**src/rtl/alu_operand_sequencer.sv**
```systemverilog
// Front end for the 4-bit ALU: debounces two buttons, steps operands and opcode
// into registers, then captures the ALU result one edge after it is presented.
module alu_operand_sequencer #(
   parameter int DATA_W       = 4,
   parameter int OP_W         = 3,
   parameter int DEBOUNCE_CYC = 16
) (
   input  logic              clk,
   input  logic              rst_n,
   input  logic [DATA_W-1:0] sw_data,
   input  logic [OP_W-1:0]   sw_op,
   input  logic              btn_next,
   input  logic              btn_clr,
   output logic [DATA_W-1:0] a,
   output logic [DATA_W-1:0] b,
   output logic [OP_W-1:0]   ctrl,
   output logic              op_valid,
   input  logic [DATA_W-1:0] res_in,
   input  logic              car_in,
   input  logic              of_in,
   output logic [DATA_W-1:0] res_q,
   output logic              car_q,
   output logic              of_q,
   output logic              res_valid,
   output logic [1:0]        state_o
);

   localparam int CNT_W = $clog2(DEBOUNCE_CYC);
   localparam logic [CNT_W-1:0] CNT_LAST = CNT_W'(DEBOUNCE_CYC - 1);

   typedef enum logic [1:0] {
      S_A    = 2'd0,
      S_B    = 2'd1,
      S_OP   = 2'd2,
      S_EXEC = 2'd3
   } state_t;

   // Index 0 is the "next" button, index 1 the "clear" button.
   logic [1:0]       raw;
   logic [1:0]       sync1;
   logic [1:0]       sync2;
   logic [1:0]       deb;
   logic [1:0]       deb_d;
   logic [CNT_W-1:0] cnt [2];
   logic             next_press;
   logic             clr_press;

   assign raw = {btn_clr, btn_next};

   always_ff @(posedge clk) begin
      if (!rst_n) begin
         sync1 <= '0;
         sync2 <= '0;
         deb   <= '0;
         deb_d <= '0;
         for (int i = 0; i < 2; i++) cnt[i] <= '0;
      end else begin
         sync1 <= raw;
         sync2 <= sync1;
         deb_d <= deb;
         for (int i = 0; i < 2; i++) begin
            // Any cycle agreeing with the accepted level restarts the window.
            if (sync2[i] != deb[i]) begin
               if (cnt[i] == CNT_LAST) begin
                  deb[i] <= sync2[i];
                  cnt[i] <= '0;
               end else begin
                  cnt[i] <= cnt[i] + CNT_W'(1);
               end
            end else begin
               cnt[i] <= '0;
            end
         end
      end
   end

   assign next_press = deb[0] & ~deb_d[0];
   assign clr_press  = deb[1] & ~deb_d[1];

   state_t state;
   state_t state_nx;
   logic   first;
   logic   load_a;
   logic   load_b;
   logic   load_op;
   logic   capture;
   logic   clear;

   always_comb begin
      state_nx = state;
      load_a   = 1'b0;
      load_b   = 1'b0;
      load_op  = 1'b0;
      capture  = 1'b0;
      clear    = 1'b0;
      if (clr_press) begin
         clear    = 1'b1;
         state_nx = S_A;
      end else begin
         // Capture is independent of next_press so a fast press cannot lose it.
         capture = (state == S_EXEC) && first;
         if (next_press) begin
            unique case (state)
               S_A:    begin load_a  = 1'b1; state_nx = S_B;    end
               S_B:    begin load_b  = 1'b1; state_nx = S_OP;   end
               S_OP:   begin load_op = 1'b1; state_nx = S_EXEC; end
               S_EXEC: state_nx = S_A;
               default: state_nx = S_A;
            endcase
         end
      end
   end

   always_ff @(posedge clk) begin
      if (!rst_n) begin
         state     <= S_A;
         op_valid  <= 1'b0;
         first     <= 1'b0;
         a         <= '0;
         b         <= '0;
         ctrl      <= '0;
         res_q     <= '0;
         car_q     <= 1'b0;
         of_q      <= 1'b0;
         res_valid <= 1'b0;
      end else begin
         state    <= state_nx;
         op_valid <= (state_nx == S_EXEC);
         if (clear) begin
            first     <= 1'b0;
            a         <= '0;
            b         <= '0;
            ctrl      <= '0;
            res_q     <= '0;
            car_q     <= 1'b0;
            of_q      <= 1'b0;
            res_valid <= 1'b0;
         end else begin
            if (load_a) begin
               a         <= sw_data;
               res_valid <= 1'b0;
            end
            if (load_b) b <= sw_data;
            if (load_op) begin
               ctrl  <= sw_op;
               first <= 1'b1;
            end
            if (capture) begin
               res_q     <= res_in;
               car_q     <= car_in;
               of_q      <= of_in;
               res_valid <= 1'b1;
               first     <= 1'b0;
            end
         end
      end
   end

   assign state_o = state;

endmodule
```
**config.mk**
```make
export PLATFORM = sky130hd
export DESIGN_NAME = alu_operand_sequencer
export DESIGN_NICKNAME = d
export VERILOG_FILES = /design/src/rtl/alu_operand_sequencer.sv
export SDC_FILE = /design/constraint.sdc
export NUM_CORES = 1
export LEC_CHECK = 0
export ABC_AREA = 0
export ABC_CLOCK_PERIOD_IN_PS = 1200
export BUFFER_PORTS_ARGS = -buffer_cell sky130_fd_sc_hd__buf_4
export CORE_UTILIZATION = 49
export CTS_BUF_LIST = sky130_fd_sc_hd__clkbuf_8
export CTS_CLUSTER_DIAMETER = 40
export DETAILED_ROUTE_END_ITERATION = 8
export GPL_TIMING_DRIVEN = 0
export HOLD_SLACK_MARGIN = 0.02
export PLACE_DENSITY_LB_ADDON = 0.3
export SYNTH_ARGS = -nofsm -noshare
export SYNTH_HDL_FRONTEND = slang
export SYNTH_SLANG_ARGS = --single-unit
```
**constraint.sdc**
```tcl
create_clock -name clk -period 1.2 [get_ports clk]
set_input_delay 0.24 -clock clk [delete_from_list [all_inputs] [get_ports clk]]
set_output_delay 0.24 -clock clk [all_outputs]
set_load 0.01 [all_outputs]
```
---- Yosys cells after proc, flatten, opt, wreduce, memory -nomap -nowiden ----
Memory sizes are Yosys's and may differ from the RTL's.
Index checks and enable logic that the tools add are counted.
operators by class
  add/sub/neg operators ................... 2
  equal/unequal tests ..................... 8
  multiplexer cells ....................... 45
  bitwise gates (word level) .............. 11
  reduce and logical (&&, ||, !) cells .... 7
operator list
  cell                 count
  $mux 1               36
  $mux 4               6
  $add 4x1->4 const B  2
  $eq 4x4->1 const B   2
  $pmux 2 s4           1
  $eq 2x2->1 const B   3
  $or 1x1->1           6
  $mux 2               2
  $reduce_and 2->1     2
  $not 1->1            3
  $reduce_or 3->1      1
  $and 1x1->1          2
  $eq 2x1->1 const B   1
  $logic_not 2->1      1
  $ne 1x1->1           2
  $reduce_bool 2->1    1
  $reduce_or 2->1      1
  $logic_and 1x1->1    1
word-level totals
  bits in registers ....................... 30
  RAM bits ................................ 8
  input port bits ......................... 17
  output and inout port bits .............. 21
  logic and storage cells ................. 89
  memories kept ........................... 1
memories
  name  words  width  read ports  clocked after Yosys merged registers in  write ports  RTL line  text
  cnt   2      4      2           0                                        2            44        logic [CNT_W-1:0] cnt [2];

---- Depth between registers and ports, before layout ----
Gate-level depths: netlist (run 1).
  depth after elaboration ................. 8
  depth in mapped cells ................... 5
  gate-level depth less buffers ........... 5

---- Worst setup path after synthesis (run 1) ----
No wires, ideal clock.
  kind .................................... flip-flop to flip-flop
  start point ............................. register state[0] (netlist: state_o[0])
  end point ............................... register a[0]
  library setup time ...................... 0.114 ns
  arrival ................................. 1.079 ns
  data required time ...................... 1.086 ns
  path slack .............................. 0.007 ns
  stages on the path, launching flop included .. 6
  clock period less this slack ............ 1.193 ns
  cell sequence ........................... dfxtp_1 -> inv_1 -> ha_1 -> nand3b_2 -> mux2i_1 -> nor2_1
between the ends
  longest elaborated chain between the ends .. 4
ends and longest elaborated chain
  what                    RTL line  text
  from (decl)             80        state_t state;
  from (signal assigned)  127       state <= state_nx;
  $logic_not 2->1         103       unique case (state)
  $mux 1                  103
  $mux 1                  102       if (next_press) begin
  $mux 1                  96        if (clr_press) begin
  to (signal assigned)    140       a <= sw_data;
  to (decl)               14        output logic [DATA_W-1:0] a,
No other way between the ends.
A chain may end at the register's enable or synchronous reset.

==> results.json, run 1 <==
{
  "synth_seq_area_share_pct": 54.6,
  "initial_core_utilization_pct": 53.5,
  "worst_r2r_endpoint": "cnt[1][2]",
  "clkLatencyLatePin_ns": 0.28,
  "power_mw": 2.28,
  "postRouteAntennaNets": 0,
  "chipWidth_um": 58.1,
  "grt_max_degree": 12,
  "timing.hold.worst_path_depth": 2,
  "postCtsHoldBufs": 0,
  "cts_made_buffers": 5,
  "rsz0062_at_grt": "yes",
  "timing.hold.worst.class": "primary input to flip-flop",
  "crit_path_start": "cnt[1][0]",
  "slew_violations": 0,
  "final.period_utilization_pct": 98.8,
  "grt_antenna_before_repair": 0,
  "synth-edff-count": 8,
  "timing.critical_path.from_type": "flip-flop",
  "netlist_area_mm2": 0.00154,
  "netlist_instances": 142,
  "critical_path_data_arrival_time_ns": 1.23,
  "timing.final.setup_violations": 0,
  "nFillCells": 207,
  "max-clock-path-buffers": 2,
  "yosysWarningCount": 0,
  "setup.worst_path.class": "flip-flop to flip-flop",
  "detailedRoute.firstIterationViolations": 59,
  "worst-path-max-fanout": 2,
  "crit_path_end": "cnt[1][2]",
  "placeable_core_area_mm2": 0.00288,
  "synth_seq_cells": 38,
  "cellPowerDensity_mw_per_mm2": 1100,
  "dr.pass1.iters": 6,
  "total_leakage_power_nw": 1.06,
  "fin_worst_skew_ns": 0.00798,
  "cts.root.buffer_cell": "sky130_fd_sc_hd__clkbuf_8",
  "via_count": 1134,
  "drcViolationCount": 3,
  "vias_per_cell": 4.78,
  "synth-main-ff-cell": "sky130_fd_sc_hd__dfxtp_1",
  "wirelength_um": 2950,
  "rr_startpoint": "cnt[1][0]",
  "clock_sinks": 38,
  "clock.fmax_mhz": 843,
  "congestion_overflow_gr": 0,
  "grt_pass1_wl_um": 4590,
  "worst_hold_slack_ns": 0.162,
  "route.detailed.wl_per_inst_um": 12.5,
  "finalHoldViolations": 0,
  "worst_ep_required_time_ns": 1.24,
  "dp.cells": 228,
  "tritoncts_clock_tree": "done",
  "global_route.usage.total_pct": 18.4,
  "layout-area-overhead-vs-synth_pct": 34.6,
  "placement_row_count": 19,
  "finalNonFillerCells": 237,
  "io_pins": 38,
  "post_synth.cell_area_avg_um2": 10.8,
  "worst-r2r-cell-count": 3,
  "status": "finished with violations",
  "yosys.cell_types.count": 27,
  "reg2reg_setup_slack_ns": 0.01,
  "buffer_ports.inserted": 37,
  "routabilityCongestion": 0.748,
  "violations_in_the_final_reports": "design-rule violations",
  "postLayoutCoreUtil_pct": 72.1,
  "grt_pass1_vias": 1093,
  "timing.critical_path.to_type": "flip-flop",
  "cts.clk_slew.worst_paths_ns": 0.07,
  "final_period_minus_worst_setup_slack_ns": 1.19,
  "die_h_um": 58.1,
  "nNetsFinal": 218,
  "num_antenna_cells": 0,
  "drive_above_1_share_pct": 36.9,
  "htree_num_levels": 2,
  "fin_tns_setup_ns": 0,
  "vdd.ir_drop.worst_mv": 0.826,
  "die_area_mm2": 0.00337,
  "cap_viol_max_count": 0,
  "place.detailed.hpwl_um": 2160,
  "asyncSetResetFlopFracSynth_pct": 0
}
report_power, final:
part	switching (mW)	leakage, nW	internal, mW
Combinational	0.0497	0.689	0.0616
Clock	0.397	0.0485	0.447
Sequential	0.0120	0.327	1.32
timing repair:
item / 4_1_cts / 5_1_grt
gates resized for setup: 6 / 13
setup buffers: 2 / 1
setup endpoints to repair: 22 / 24
pin swaps: 0 / 3
registers in the layout (all words and copies together), names as in the netlist:
name,cells
cnt,8
a,4
b,4
res_q,4
ctrl,3
deb,2
deb_d,2
state_o,2
sync1,2
sync2,2
car_q,1
first,1
of_q,1
op_valid,1
res_valid,1
worst max-delay path: stages, from the launching register on:
cell and delay [ns]:
sky130_fd_sc_hd__edfxtp_1 0.42, sky130_fd_sc_hd__ha_2 0.21, sky130_fd_sc_hd__xor2_1 0.13, sky130_fd_sc_hd__and3_1 0.18
per-layer routing:
metal | global-route usage, % | wire length [um] | vias to the layer above
met4 | 8.16 | 30 | 0
li1 | - | - | 567
met2 | 33.8 | 1610 | 29
met1 | 19.8 | 1180 | 531
met5 | 0 | 0 | -
met3 | 4.69 | 124 | 7
area by class of cell:
class	instances	area (um2)	share of cell area, %
inverter	5	18.8	0.905
sequential	38	848	40.9
clock inverter	1	3.75	0.181
multi-input combinational	100	732	35.3
buffer	5	35.0	1.69
clock buffer	6	82.6	3.98
tap	42	52.6	2.53
timing repair buffer	40	300	14.5
cells by family (layout without fill, tap and decap cells):
group / after synthesis / in the layout / synth area share, %
AOI/OAI and AO/OA: 8 / 8 / 2.84
buffers and inverters: 11 / 57 / 3.82
adders and majority gates: 6 / 6 / 4.87
xor gates and xnor gates: 6 / 6 / 3.41
other: 1 / 8 / 0.243
DFF: 38 / 38 / 54.6
muxes: 16 / 16 / 10.8
and+or+nand+nor: 56 / 56 / 19.4
through the flow:
step	area, um2	setup WS (ns)
2_1_floorplan	1570	0.00694
3_3_place_gp	1900	-0.0297
3_5_place_dp	1900	-0.0702
4_1_cts	2020	0.00850
5_1_grt	2070	-0.00339
6_report	2070	0.0141
cell usage in the layout, fill, tap and decap left out, drive strengths merged:
| master | synthesis | layout |
|---|---|---|
| o21ai | 1 | 1 |
| nand2b | 1 | 1 |
| nor2b | 2 | 2 |
| dfxtp | 30 | 30 |
| nand3 | 12 | 12 |
| nand3b | 3 | 3 |
| mux2 | 2 | 2 |
| clkbuf | 2 | 7 |
| xor2 | 6 | 6 |
| nor3 | 1 | 1 |
| and3 | 2 | 2 |
| ha | 6 | 6 |
| inv | 5 | 6 |
| mux2i | 14 | 14 |
| a21oi | 7 | 7 |
| edfxtp | 8 | 8 |
| and2 | 6 | 6 |
| nor2 | 21 | 21 |
| buf | 4 | 44 |
| conb | 1 | 8 |
| nand2 | 8 | 8 |
how the worst min path moves through the flow:
stage                  start       end  slack, ns
detailed placement  sync1[0]  sync2[0]       0.42
global route         btn_clr  sync1[1]       0.16
floorplan           btn_next  sync1[0]       0.37
CTS                  btn_clr  sync1[1]       0.16
finish               btn_clr  sync1[1]       0.16
global placement    sync1[1]  sync2[1]       0.42
Yosys cell counts, types with 2 or more instances:
cell type	count	area, um2
sky130_fd_sc_hd__nand2_1	8	30.0
sky130_fd_sc_hd__mux2i_1	14	140
sky130_fd_sc_hd__a21oi_1	7	35.0
sky130_fd_sc_hd__edfxtp_1	8	240
sky130_fd_sc_hd__inv_1	5	18.8
sky130_fd_sc_hd__nor2b_1	2	12.5
sky130_fd_sc_hd__and2_1	5	31.3
sky130_fd_sc_hd__ha_1	6	75.1
sky130_fd_sc_hd__and3_1	2	12.5
sky130_fd_sc_hd__nand3b_2	2	22.5
sky130_fd_sc_hd__nor2_1	21	78.8
sky130_fd_sc_hd__buf_4	2	15.0
sky130_fd_sc_hd__dfxtp_1	30	601
sky130_fd_sc_hd__nand3_1	12	60.1
sky130_fd_sc_hd__xor2_1	6	52.6
Power figures use the tool's default switching activity.
==> run 2, diff against run 1 <==
PLACE_DENSITY_LB_ADDON = 0.05   (was 0.3)
==> run 2 against run 1 <==
Highest routed layer unchanged. Critical path depth unchanged. First-iteration DRC count increased by 14%. Clock skew fell by 0.0011 ns. Flip-flop and latch count unchanged. Global-route usage is 0.97 points lower. The run still ends with design-rule violations left. Cell area is 0.42% lower. Critical endpoint is now cnt[0][2]. Fmax is 0.40% higher. Register-to-register slack about the same.
==> results.json, run 2 (synthesis gave the netlist of run 1 again) <==
{
  "status": "finished with violations",
  "violations_in_the_final_reports": "design-rule violations",
  "timing.final.setup_violations": 0,
  "rsz0062_at_grt": "yes",
  "postPlaceCellArea_mm2": 0.00190,
  "grt_pass1_wl_um": 4350,
  "die_area_mm2": 0.00337,
  "grt_antenna_before_repair": 0,
  "congestion_overflow_gr": 0,
  "vias_per_cell": 4.64,
  "cellPowerDensity_mw_per_mm2": 1070,
  "cts.root.buffer_cell": "sky130_fd_sc_hd__clkbuf_8",
  "die_h_um": 58.1,
  "finalHoldViolations": 0,
  "register_area_um2": 846,
  "worst-path-max-fanout": 2,
  "most-common-layout-cells": "sky130_fd_sc_hd__buf_4 (41), sky130_fd_sc_hd__dfxtp_1 (28), sky130_fd_sc_hd__nor2_1 (21)",
  "timing.critical_path.from_type": "flip-flop",
  "drcViolationCount": 3,
  "setup.worst_path.class": "flip-flop to flip-flop",
  "timing.critical_path.to_type": "flip-flop",
  "layout-area-overhead-vs-synth_pct": 34.0,
  "dp.cells": 228,
  "finalWorstSetupSlack_ns": 0.0188,
  "power_mw": 2.21,
  "grt_max_degree": 12,
  "cap_viol_max_count": 0,
  "via_count": 1104,
  "nNetsFinal": 218,
  "place.detailed.hpwl_um": 1910,
  "worst_hold_slack_ns": 0.166,
  "dr.pass1.iters": 5,
  "route.detailed.wl_per_inst_um": 11.4,
  "chipWidth_um": 58.1,
  "fin_tns_setup_ns": 0,
  "clock_sinks": 38,
  "cts_made_buffers": 5,
  "stdcell_area_mm2": 0.00206,
  "top_register": "cnt",
  "clock.fmax_mhz": 847,
  "dp_worst_setup_slack_ns": -0.0809,
  "postCtsHoldBufs": 0,
  "fin_worst_skew_ns": 0.00686,
  "vdd.ir_drop.worst_mv": 0.822,
  "detailedRoute.firstIterationViolations": 67,
  "reg2reg_setup_slack_ns": 0.02,
  "finalNonFillerCells": 238,
  "num_antenna_cells": 0,
  "final.period_utilization_pct": 98.4,
  "placeable_core_area_mm2": 0.00288,
  "total_leakage_power_nw": 1.07,
  "routabilityCongestion": 0.704,
  "initial_core_utilization_pct": 53.5,
  "multi_input_area_um2": 734,
  "drive_above_1_share_pct": 35.7,
  "critical_path_data_arrival_time_ns": 1.22,
  "timing.hold.worst.class": "primary input to flip-flop",
  "slew_violations": 0,
  "largest_reg_flops": 8,
  "cts.clk_slew.worst_paths_ns": 0.07,
  "max-clock-path-buffers": 2,
  "global_route.usage.total_pct": 17.4,
  "tritoncts_clock_tree": "done",
  "clkLatencyLatePin_ns": 0.28,
  "worst_ep_required_time_ns": 1.24,
  "buffer_ports.inserted": 37,
  "layout_commonest_cell": "sky130_fd_sc_hd__buf_4",
  "io_pins": 38,
  "htree_num_levels": 2,
  "placement_row_count": 19,
  "postLayoutCoreUtil_pct": 71.8,
  "postRouteAntennaNets": 0,
  "wirelength_um": 2710,
  "final_period_minus_worst_setup_slack_ns": 1.18,
  "nFillCells": 221,
  "grt_pass1_vias": 1042
}
[run 2: changes by cell type in the layout (fill, tap and decap cells not counted), sizes merged]
cell	previous run	this run
buf	44	43
inv	6	8
[run 2: power by group]
| part | internal [mW] | switching [mW] |
|---|---|---|
| Combinational | 0.0596 | 0.0478 |
| Clock | 0.386 | 0.386 |
| Sequential | 1.32 | 0.0111 |
| Total | 1.77 | 0.444 |
[run 2: path summary, 6_finish.rpt]
check,start,endpoint,cells after the start
setup / recovery,cnt[0][1],cnt[0][2],3
hold / removal,btn_next,sync1[0],2
setup reg to reg,cnt[0][1],cnt[0][2],3
hold reg to reg,sync1[0],sync2[0],1
[run 2: layer usage]
metal / vias up / wire length [um] / track usage (%)
li1: 567 / - / -
met1: 509 / 1240 / 20.7
met2: 26 / 1300 / 28.4
met3: 2 / 138 / 5.36
met4: 0 / 29 / 9.18
met5: - / 0 / 0
[run 2: area by class of cell]
cell class,instances,area share [%]
Tap cell,42,2.55
Inverter,5,0.909
Timing Repair Buffer,39,14.2
Sequential cell,38,41.0
Multi-Input combinational cell,100,35.6
Clock buffer,5,3.33
Clock inverter,3,0.545
Buffer,6,1.94
[run 2: repair_timing]
item / CTS / global route
resized for setup: 4 / 14
endpoints found under the setup margin: 16 / 26
pin swaps: 1 / 3
endpoints found under the hold margin: 0 / 0
setup buffers: 1 / 1
[run 2: worst max-delay path: stages (launching register included)]
cell and delay [ns]:
sky130_fd_sc_hd__edfxtp_1 0.41, sky130_fd_sc_hd__ha_2 0.22, sky130_fd_sc_hd__xor2_1 0.14, sky130_fd_sc_hd__and3_1 0.18
